$ cat src/rtl/fc_sched_pkg.sv
// Shared types, layer table and address helper for the 3-layer FC scheduler.
// Latency: n/a (package). Backpressure: n/a.
package fc_sched_pkg;

    typedef enum logic [2:0] {
        ST_IDLE,
        ST_CMD,
        ST_WAIT,
        ST_GAP,
        ST_DONE
    } state_t;

    localparam int NUM_LAYERS = 3;
    localparam int GAP_CYCLES = 2;

    localparam logic [1:0] LAST_LAYER = 2'(NUM_LAYERS - 1);
    localparam logic [1:0] GAP_LAST   = 2'(GAP_CYCLES - 1);

    // Index 0 is layer0 (packed arrays list the highest index first).
    localparam logic [NUM_LAYERS-1:0][1:0] NTH        = {2'd2, 2'd1, 2'd0};
    localparam logic [NUM_LAYERS-1:0][8:0] IN_NUM     = {9'd84, 9'd120, 9'd400};
    localparam logic [NUM_LAYERS-1:0][6:0] OUT_NUM    = {7'd10, 7'd84, 7'd120};
    localparam logic [NUM_LAYERS-1:0][9:0] IFMAP_BASE = {10'd520, 10'd400, 10'd0};

    // Highest ifmap address of the region the given layer writes into,
    // i.e. next-layer base + out - 1; outputs land there in reverse order.
    function automatic logic [9:0] wb_top_addr(input logic [1:0] layer);
        logic [1:0] nxt;
        nxt = (layer == 2'd0) ? 2'd1 : 2'd2;
        return IFMAP_BASE[nxt] + {3'b000, OUT_NUM[layer]} - 10'd1;
    endfunction

endpackage

$ cat src/rtl/fc_layer_sched_if.sv
// Command / result-stream / writeback bundle between the FC scheduler and its peers.
// Latency: n/a (wiring). Backpressure: none, streams are valid-only.
interface fc_layer_sched_if;

    logic              start_i;
    logic              abort_i;
    logic              busy_o;
    logic              done_o;
    logic              err_o;
    logic              fc_start_o;
    logic [1:0]        fc_nth_fully_o;
    logic [8:0]        fc_in_node_num_o;
    logic [6:0]        fc_out_node_num_o;
    logic signed [7:0] fc_result_i;
    logic              fc_valid_i;
    logic              fc_last_i;
    logic              ifmap_wren_o;
    logic [9:0]        ifmap_wrptr_o;
    logic [7:0]        ifmap_wdata_o;
    logic              result_valid_o;
    logic [7:0]        result_o;
    logic              result_last_o;

    modport master (
        output start_i, abort_i, fc_result_i, fc_valid_i, fc_last_i,
        input  busy_o, done_o, err_o, fc_start_o, fc_nth_fully_o,
               fc_in_node_num_o, fc_out_node_num_o, ifmap_wren_o,
               ifmap_wrptr_o, ifmap_wdata_o, result_valid_o, result_o,
               result_last_o
    );

    modport slave (
        input  start_i, abort_i, fc_result_i, fc_valid_i, fc_last_i,
        output busy_o, done_o, err_o, fc_start_o, fc_nth_fully_o,
               fc_in_node_num_o, fc_out_node_num_o, ifmap_wren_o,
               ifmap_wrptr_o, ifmap_wdata_o, result_valid_o, result_o,
               result_last_o
    );

endinterface

$ cat src/rtl/fc_sched_wb.sv
// Writeback/result register: reversed ifmap address for layer0/1, result stream for layer2.
// Latency: 1 cycle from en. Backpressure: none; FC_SCHED_RELU_EN clips writeback data at 0.
module fc_sched_wb
    import fc_sched_pkg::*;
(
    input  logic              clk,
    input  logic              rst,
    input  logic              clr,
    input  logic              en,
    input  logic [1:0]        layer,
    input  logic [6:0]        idx,
    input  logic signed [7:0] data,
    output logic              wren,
    output logic [9:0]        wrptr,
    output logic [7:0]        wdata,
    output logic              res_vld,
    output logic [7:0]        res,
    output logic              res_last
);

    logic       is_final;
    logic       wr_en;
    logic       rs_en;
    logic [7:0] wb_data;

    assign is_final = (layer == LAST_LAYER);
    assign wr_en    = en & ~is_final;
    assign rs_en    = en & is_final;

`ifdef FC_SCHED_RELU_EN
    assign wb_data = data[7] ? 8'd0 : data;
`else
    assign wb_data = data;
`endif

    always_ff @(posedge clk or posedge rst) begin
        if (rst) begin
            wren     <= 1'b0;
            wrptr    <= '0;
            wdata    <= '0;
            res_vld  <= 1'b0;
            res      <= '0;
            res_last <= 1'b0;
        end else if (clr) begin
            wren     <= 1'b0;
            wrptr    <= '0;
            wdata    <= '0;
            res_vld  <= 1'b0;
            res      <= '0;
            res_last <= 1'b0;
        end else begin
            wren     <= wr_en;
            wrptr    <= wr_en ? (wb_top_addr(layer) - {3'b000, idx}) : '0;
            wdata    <= wr_en ? wb_data : '0;
            res_vld  <= rs_en;
            res      <= rs_en ? data : '0;
            res_last <= rs_en & (idx == OUT_NUM[LAST_LAYER] - 7'd1);
        end
    end

endmodule

$ cat src/rtl/fc_layer_sched.sv
// Sequences the fixed 3-layer FC chain: command, collect outputs, write back, gap. Optional FC_SCHED_RELU_EN.
// Latency: writeback/result 1 cycle after fc_valid_i. Backpressure: none; surplus samples are dropped and flagged.
module fc_layer_sched
    import fc_sched_pkg::*;
(
    input  logic              clk,
    input  logic              rst,
    fc_layer_sched_if.slave   bus
);

    state_t     state, state_nxt;
    logic [1:0] layer, layer_nxt;
    logic [6:0] idx, idx_nxt;
    logic [1:0] gap_cnt, gap_nxt;
    logic       err, err_nxt;
    logic       wb_en;
    logic       start_acc;
    logic       cmd_act;
    logic [6:0] last_idx;

    assign start_acc = (state == ST_IDLE) & bus.start_i & ~bus.abort_i;
    assign last_idx  = OUT_NUM[layer] - 7'd1;

    always_ff @(posedge clk or posedge rst) begin
        if (rst) begin
            state   <= ST_IDLE;
            layer   <= 2'd0;
            idx     <= 7'd0;
            gap_cnt <= 2'd0;
            err     <= 1'b0;
        end else begin
            state   <= state_nxt;
            layer   <= layer_nxt;
            idx     <= idx_nxt;
            gap_cnt <= gap_nxt;
            err     <= err_nxt;
        end
    end

    always_comb begin
        state_nxt = state;
        layer_nxt = layer;
        idx_nxt   = idx;
        gap_nxt   = gap_cnt;
        err_nxt   = err;
        wb_en     = 1'b0;

        case (state)
            ST_IDLE: begin
                if (start_acc) begin
                    state_nxt = ST_CMD;
                    layer_nxt = 2'd0;
                    idx_nxt   = 7'd0;
                    err_nxt   = 1'b0;
                end
            end
            ST_CMD: begin
                state_nxt = ST_WAIT;
                idx_nxt   = 7'd0;
            end
            ST_WAIT: begin
                if (bus.fc_valid_i) begin
                    if (bus.fc_last_i) begin
                        if (idx != last_idx) err_nxt = 1'b1;
                        wb_en     = 1'b1;
                        state_nxt = ST_GAP;
                        gap_nxt   = 2'd0;
                        idx_nxt   = 7'd0;
                    end else if (idx == last_idx) begin
                        // Stream overran the layer size: flag and drop.
                        err_nxt = 1'b1;
                    end else begin
                        wb_en   = 1'b1;
                        idx_nxt = idx + 7'd1;
                    end
                end
            end
            ST_GAP: begin
                if (gap_cnt == GAP_LAST) begin
                    gap_nxt = 2'd0;
                    if (layer == LAST_LAYER) begin
                        state_nxt = ST_DONE;
                    end else begin
                        state_nxt = ST_CMD;
                        layer_nxt = layer + 2'd1;
                    end
                end else begin
                    gap_nxt = gap_cnt + 2'd1;
                end
            end
            ST_DONE: begin
                state_nxt = ST_IDLE;
                layer_nxt = 2'd0;
            end
            default: state_nxt = ST_IDLE;
        endcase

        if (bus.fc_valid_i && state != ST_WAIT) err_nxt = 1'b1;

        if (bus.abort_i) begin
            state_nxt = ST_IDLE;
            layer_nxt = 2'd0;
            idx_nxt   = 7'd0;
            gap_nxt   = 2'd0;
            wb_en     = 1'b0;
        end
    end

    assign cmd_act               = (state == ST_CMD) | (state == ST_WAIT) | (state == ST_GAP);
    assign bus.busy_o            = (state != ST_IDLE);
    assign bus.done_o            = (state == ST_DONE);
    assign bus.err_o             = err;
    assign bus.fc_start_o        = (state == ST_CMD);
    assign bus.fc_nth_fully_o    = cmd_act ? NTH[layer]     : 2'd0;
    assign bus.fc_in_node_num_o  = cmd_act ? IN_NUM[layer]  : 9'd0;
    assign bus.fc_out_node_num_o = cmd_act ? OUT_NUM[layer] : 7'd0;

    fc_sched_wb u_wb (
        .clk      (clk),
        .rst      (rst),
        .clr      (bus.abort_i),
        .en       (wb_en),
        .layer    (layer),
        .idx      (idx),
        .data     (bus.fc_result_i),
        .wren     (bus.ifmap_wren_o),
        .wrptr    (bus.ifmap_wrptr_o),
        .wdata    (bus.ifmap_wdata_o),
        .res_vld  (bus.result_valid_o),
        .res      (bus.result_o),
        .res_last (bus.result_last_o)
    );

endmodule

$ cat src/flat_wrapper.sv
// flat-port wrapper written by rule: the top's interface ports become plain ports
module fc_layer_sched_flat import fc_sched_pkg::*;
  (clk, rst, bus_start_i, bus_abort_i, bus_fc_result_i, bus_fc_valid_i, bus_fc_last_i, bus_busy_o, bus_done_o, bus_err_o, bus_fc_start_o, bus_fc_nth_fully_o, bus_fc_in_node_num_o, bus_fc_out_node_num_o, bus_ifmap_wren_o, bus_ifmap_wrptr_o, bus_ifmap_wdata_o, bus_result_valid_o, bus_result_o, bus_result_last_o);
  fc_layer_sched_if bus_i ();
  input  logic clk;
  input  logic rst;
  input wire logic [$bits(bus_i.start_i)-1:0] bus_start_i;
  input wire logic [$bits(bus_i.abort_i)-1:0] bus_abort_i;
  input wire logic [$bits(bus_i.fc_result_i)-1:0] bus_fc_result_i;
  input wire logic [$bits(bus_i.fc_valid_i)-1:0] bus_fc_valid_i;
  input wire logic [$bits(bus_i.fc_last_i)-1:0] bus_fc_last_i;
  output wire logic [$bits(bus_i.busy_o)-1:0] bus_busy_o;
  output wire logic [$bits(bus_i.done_o)-1:0] bus_done_o;
  output wire logic [$bits(bus_i.err_o)-1:0] bus_err_o;
  output wire logic [$bits(bus_i.fc_start_o)-1:0] bus_fc_start_o;
  output wire logic [$bits(bus_i.fc_nth_fully_o)-1:0] bus_fc_nth_fully_o;
  output wire logic [$bits(bus_i.fc_in_node_num_o)-1:0] bus_fc_in_node_num_o;
  output wire logic [$bits(bus_i.fc_out_node_num_o)-1:0] bus_fc_out_node_num_o;
  output wire logic [$bits(bus_i.ifmap_wren_o)-1:0] bus_ifmap_wren_o;
  output wire logic [$bits(bus_i.ifmap_wrptr_o)-1:0] bus_ifmap_wrptr_o;
  output wire logic [$bits(bus_i.ifmap_wdata_o)-1:0] bus_ifmap_wdata_o;
  output wire logic [$bits(bus_i.result_valid_o)-1:0] bus_result_valid_o;
  output wire logic [$bits(bus_i.result_o)-1:0] bus_result_o;
  output wire logic [$bits(bus_i.result_last_o)-1:0] bus_result_last_o;
  assign bus_i.start_i = bus_start_i;
  assign bus_i.abort_i = bus_abort_i;
  assign bus_i.fc_result_i = bus_fc_result_i;
  assign bus_i.fc_valid_i = bus_fc_valid_i;
  assign bus_i.fc_last_i = bus_fc_last_i;
  assign bus_busy_o = bus_i.busy_o;
  assign bus_done_o = bus_i.done_o;
  assign bus_err_o = bus_i.err_o;
  assign bus_fc_start_o = bus_i.fc_start_o;
  assign bus_fc_nth_fully_o = bus_i.fc_nth_fully_o;
  assign bus_fc_in_node_num_o = bus_i.fc_in_node_num_o;
  assign bus_fc_out_node_num_o = bus_i.fc_out_node_num_o;
  assign bus_ifmap_wren_o = bus_i.ifmap_wren_o;
  assign bus_ifmap_wrptr_o = bus_i.ifmap_wrptr_o;
  assign bus_ifmap_wdata_o = bus_i.ifmap_wdata_o;
  assign bus_result_valid_o = bus_i.result_valid_o;
  assign bus_result_o = bus_i.result_o;
  assign bus_result_last_o = bus_i.result_last_o;
  fc_layer_sched u_core (.clk(clk), .rst(rst), .bus(bus_i));
endmodule
$ cat config.mk
export PLATFORM = sky130hd
export DESIGN_NAME = fc_layer_sched_flat
export DESIGN_NICKNAME = d
export VERILOG_FILES = /design/src/rtl/fc_sched_pkg.sv /design/src/rtl/fc_layer_sched_if.sv /design/src/rtl/fc_sched_wb.sv /design/src/rtl/fc_layer_sched.sv /design/src/flat_wrapper.sv
export SDC_FILE = /design/constraint.sdc
export NUM_CORES = 1
export LEC_CHECK = 0
export ABC_AREA = 0
export BUFFER_PORTS_ARGS = -buffer_cell sky130_fd_sc_hd__buf_2
export CAP_MARGIN = 20
export CORE_ASPECT_RATIO = 0.8
export CORE_MARGIN = 10
export CORE_UTILIZATION = 53
export DETAILED_ROUTE_END_ITERATION = 12
export MAX_ROUTING_LAYER = met4
export PLACE_DENSITY = 0.78
export SETUP_SLACK_MARGIN = 0.15
export SKIP_LAST_GASP = 1
export SLEW_MARGIN = 20
export SYNTH_ARGS = -nofsm -noshare
export SYNTH_HDL_FRONTEND = slang
export SYNTH_SLANG_ARGS = --single-unit
$ cat constraint.sdc
create_clock -name clk -period 3.4 [get_ports clk]
set_input_delay 0.68 -clock clk [delete_from_list [all_inputs] [get_ports clk]]
set_output_delay 0.68 -clock clk [all_outputs]
set_load 0.02 [all_outputs]
==> run metrics <==
final weighted congestion in routability-driven placement=approximately 0.92; Worst setup SP type=flip-flop; initial antenna violation count=0; status=finished clean; slowest CP cell=fa_1; Worst path max stage delay=roughly 500 ps; dpl cells=358; post-synth top area share=0.428; max frequency=roughly 330 MHz; Chip Width=97.9 um; CP endpoint kind=flip-flop; number of flops mapped to enable cells by yosys=0; FF-to-FF setup slack=roughly 410 ps; count of different cell masters after synthesis=57; routed via count=~2.0k; normalized max-slew margin=0.569; global-route wire length before repair=approximately 10 mm; Num CTS Buffers=5; initial DRC count=about 90; H-tree depth=2; clk slew on worst S/H paths=90 ps; clock skew=approximately 7.8 ps; unrepaired setup endpoints after global routing=no; MaxCap Viol Count=0; synth top area cells=dfrtp_1 43%, ha_1 8.7%, and2_1 3.9%; min Tclk post-route=between 2000 and 3000 ps; clk root buf=clkbuf_8; port bufs=61; P_leak=0.00154 uW; total track usage=0.157; Ports=between 60 and 70; worst slew pin tran=approximately 650 ps; Mapped Cells=~250; CTS tree=done; Bufs on Longest Clock Path=2; Post-Syn Area=2570 um2; Starting Density=0.554; DR pass1 iterations=4; layout cells sized above 1=0.295; Sum Neg Setup Slack=0 ps; drt wl/cell=16.6 um; Post-DRT Antenna Nets=0; fin. max-slew vios=0; worst path cell trace=inv_1 -> ha_1 -> nor2_1 -> fa_1 -> inv_1 -> fa_1 -> a21o_1 -> a21oi_1 -> nor2_1 -> a2111oi_2; predominant post-synthesis flop cell=dfrtp_1; setup violators final=0; Critical Path RT=3600 ps; Worst VDD drop=0.293 mV; CP arrival=roughly 3200 ps; clk_lat worst skew=~300 ps; P&R area growth vs syn=15.6%; drt via density=between 5 and 6; Hold Buf Count CTS=0; power per cell area=449 nW/um2; post-CTS setup buffer count=0; Yosys top cell by area=dfrtp_1; Setup WS post-layout=about 410 ps; Crit Path Max Fanout=7; sequential-to-total area share from yosys stat=0.428; yosys warns=0; post-CTS resize count=0; final std cells w/o fill=around 370; Layout Utilization=0.640; syn avg cell area=just over 10 um2; final hold slack=between 500 and 600 ps; Fin. Hold Viols=0; Die Footprint=slightly above 8000 um2; Post-synth ARST share=1.00; ANT cells=0; CORE AREA=4650 um2; Remaining DRCs=0; Overflow after GRT=0; Detailed Route WL=~6.0 mm; dpl hpwl=between 4 and 5 mm; critical path type=flip-flop to flip-flop; vias in the first global route=about 2.0k; largest net degree at the start of global routing=45; period utilisation layout=0.880; Die Y=slightly above 80 um; worst hold path type=primary input to async pin; # nets final=between 300 and 400; row cnt=22; Sink Count=44; Buf/Inv on CP=2; Place WS=~480 ps; Seq cells post-synth=44; largest delay contributor family on the critical path=adder cells
-- where the power goes --
part | total, uW | internal, uW | switching, uW
Clock | 469 | 289 | 180
Combinational | 305 | 109 | 197
Sequential | 564 | 539 | 24.7
-- synth_stat cells, types with 2 or more instances --
cell       number
a211oi_1        3
a21o_1          2
a21oi_1         7
a311oi_1        2
a31oi_1         3
and2_1         16
and2_4          8
and3_1          4
and3b_1         2
buf_4          11
buf_6           2
clkbuf_1        3
dfrtp_1        44
fa_1            3
ha_1           18
inv_1          16
mux2i_1         2
nand2_1         9
nand2b_1        3
nand3_1         5
nand3b_1        2
nand4_1         3
nor2_1         14
nor2b_1         3
nor3_1         11
nor3_2          2
nor3b_2         2
o2111ai_1       4
o21a_1          4
o21ai_0        12
o21ai_1         2
o22a_1          2
or2_2           2
or3_1           2
-- layout by cell type (no fill, tap or decap), types with 2 or more instances in the layout --
| cell | netlist | layout |
|---|---|---|
| nand2b_1 | 3 | 3 |
| nor3b_2 | 2 | 2 |
| and3b_1 | 2 | 2 |
| and2_4 | 8 | 8 |
| o2111ai_1 | 4 | 4 |
| nor3_1 | 11 | 11 |
| nand4_1 | 3 | 3 |
| dfrtp_1 | 44 | 44 |
| or2_2 | 2 | 2 |
| inv_1 | 16 | 16 |
| a311oi_1 | 2 | 2 |
| bufinv_16 | 0 | 2 |
| ha_1 | 18 | 18 |
| nand2_1 | 9 | 9 |
| o21ai_1 | 2 | 2 |
| o21a_1 | 4 | 4 |
| mux2i_1 | 2 | 2 |
| a21o_1 | 2 | 2 |
| o22a_1 | 2 | 2 |
| clkbuf_8 | 0 | 5 |
| or3_1 | 2 | 2 |
| and2_1 | 16 | 16 |
| nand3_1 | 5 | 5 |
| and3_1 | 4 | 4 |
| conb_1 | 1 | 3 |
| nor2b_1 | 3 | 3 |
| a211oi_1 | 3 | 3 |
| a31oi_1 | 3 | 3 |
| a21oi_1 | 7 | 7 |
| nor2_1 | 14 | 14 |
| nor3_2 | 2 | 2 |
| o21ai_0 | 12 | 12 |
| buf_2 | 1 | 61 |
| fa_1 | 3 | 3 |
| nand3b_1 | 2 | 2 |
-- worst register-to-register path: stages, from the launching register on --
cell and delay (ps):
dfrtp_1 490, inv_1 170, ha_1 300, nor2_1 120, fa_1 500, inv_1 80
fa_1 460, a21o_1 190, a21oi_1 210, nor2_1 90, a2111oi_2 280
-- final cells by class --
cell class / instances / area (um2)
clock buffers: 5 / 68.8
well taps: 60 / 75.1
multi-input cells: 175 / 1300
inverters: 17 / 63.8
clock inverters: 2 / 60.1
fillers: 391 / 1670
flip-flops and latches: 44 / 1100
repair buffers: 62 / 313
-- metal layers --
layer / share of wire / GRT usage
met1: 0.48 / 0.208
met2: 0.44 / 0.230
met3: 0.075 / 0.0515
met4: 0.0089 / 0.0348
met5: 0 / -
-- registers in the layout, indices dropped and copies added, names as in the netlist --
register / count
u_core.u_wb.wrptr: 10
u_core.idx: 7
u_core.layer: 2
u_core.u_wb.res_vld: 1
u_core.u_wb.res: 8
u_core.state: 3
u_core.bus.err_o: 1
u_core.u_wb.wdata: 8
u_core.gap_cnt: 2
u_core.u_wb.wren: 1
u_core.u_wb.res_last: 1
-- kinds of logic (layout without fill, tap and decap cells) --
group	after synthesis	in the layout	synth area share
flip-flops	44	44	0.428
AND/OR/NAND/NOR	93	93	0.218
adder cells (fa/ha/maj)	21	21	0.111
AO/OA/AOI/OAI	54	54	0.155
multiplexers	2	2	0.00777
XOR/XNOR	2	2	0.00680
other	1	3	0.00146
buffers and inverters	34	86	0.0719
-- per-stage QoR --
stage                     total power (uW)  area (um2)
final                                 1340        2980
after global routing                  1400        2980
after CTS                             1350        2980
after detailed placement               880        2850
after global placement                 874        2850
after floorplan                        808        2580
-- path summary, 6_finish.rpt --
| check | from | endpoint | depth (start not counted) |
|---|---|---|---|
| worst max register to register | u_core.layer[1] | u_core.u_wb.wrptr[8] | 10 |
| worst max-delay path | u_core.layer[1] | u_core.u_wb.wrptr[8] | 10 |
| worst min-delay path | rst | u_core.bus.err_o | 3 |
| min in group clk | u_core.gap_cnt[1] | u_core.gap_cnt[1] | 2 |
| max in group asynchronous | rst | u_core.u_wb.wrptr[0] | 3 |
| worst min register to register | u_core.gap_cnt[1] | u_core.gap_cnt[1] | 2 |
No activity file was read; power rests on OpenSTA's default activity.
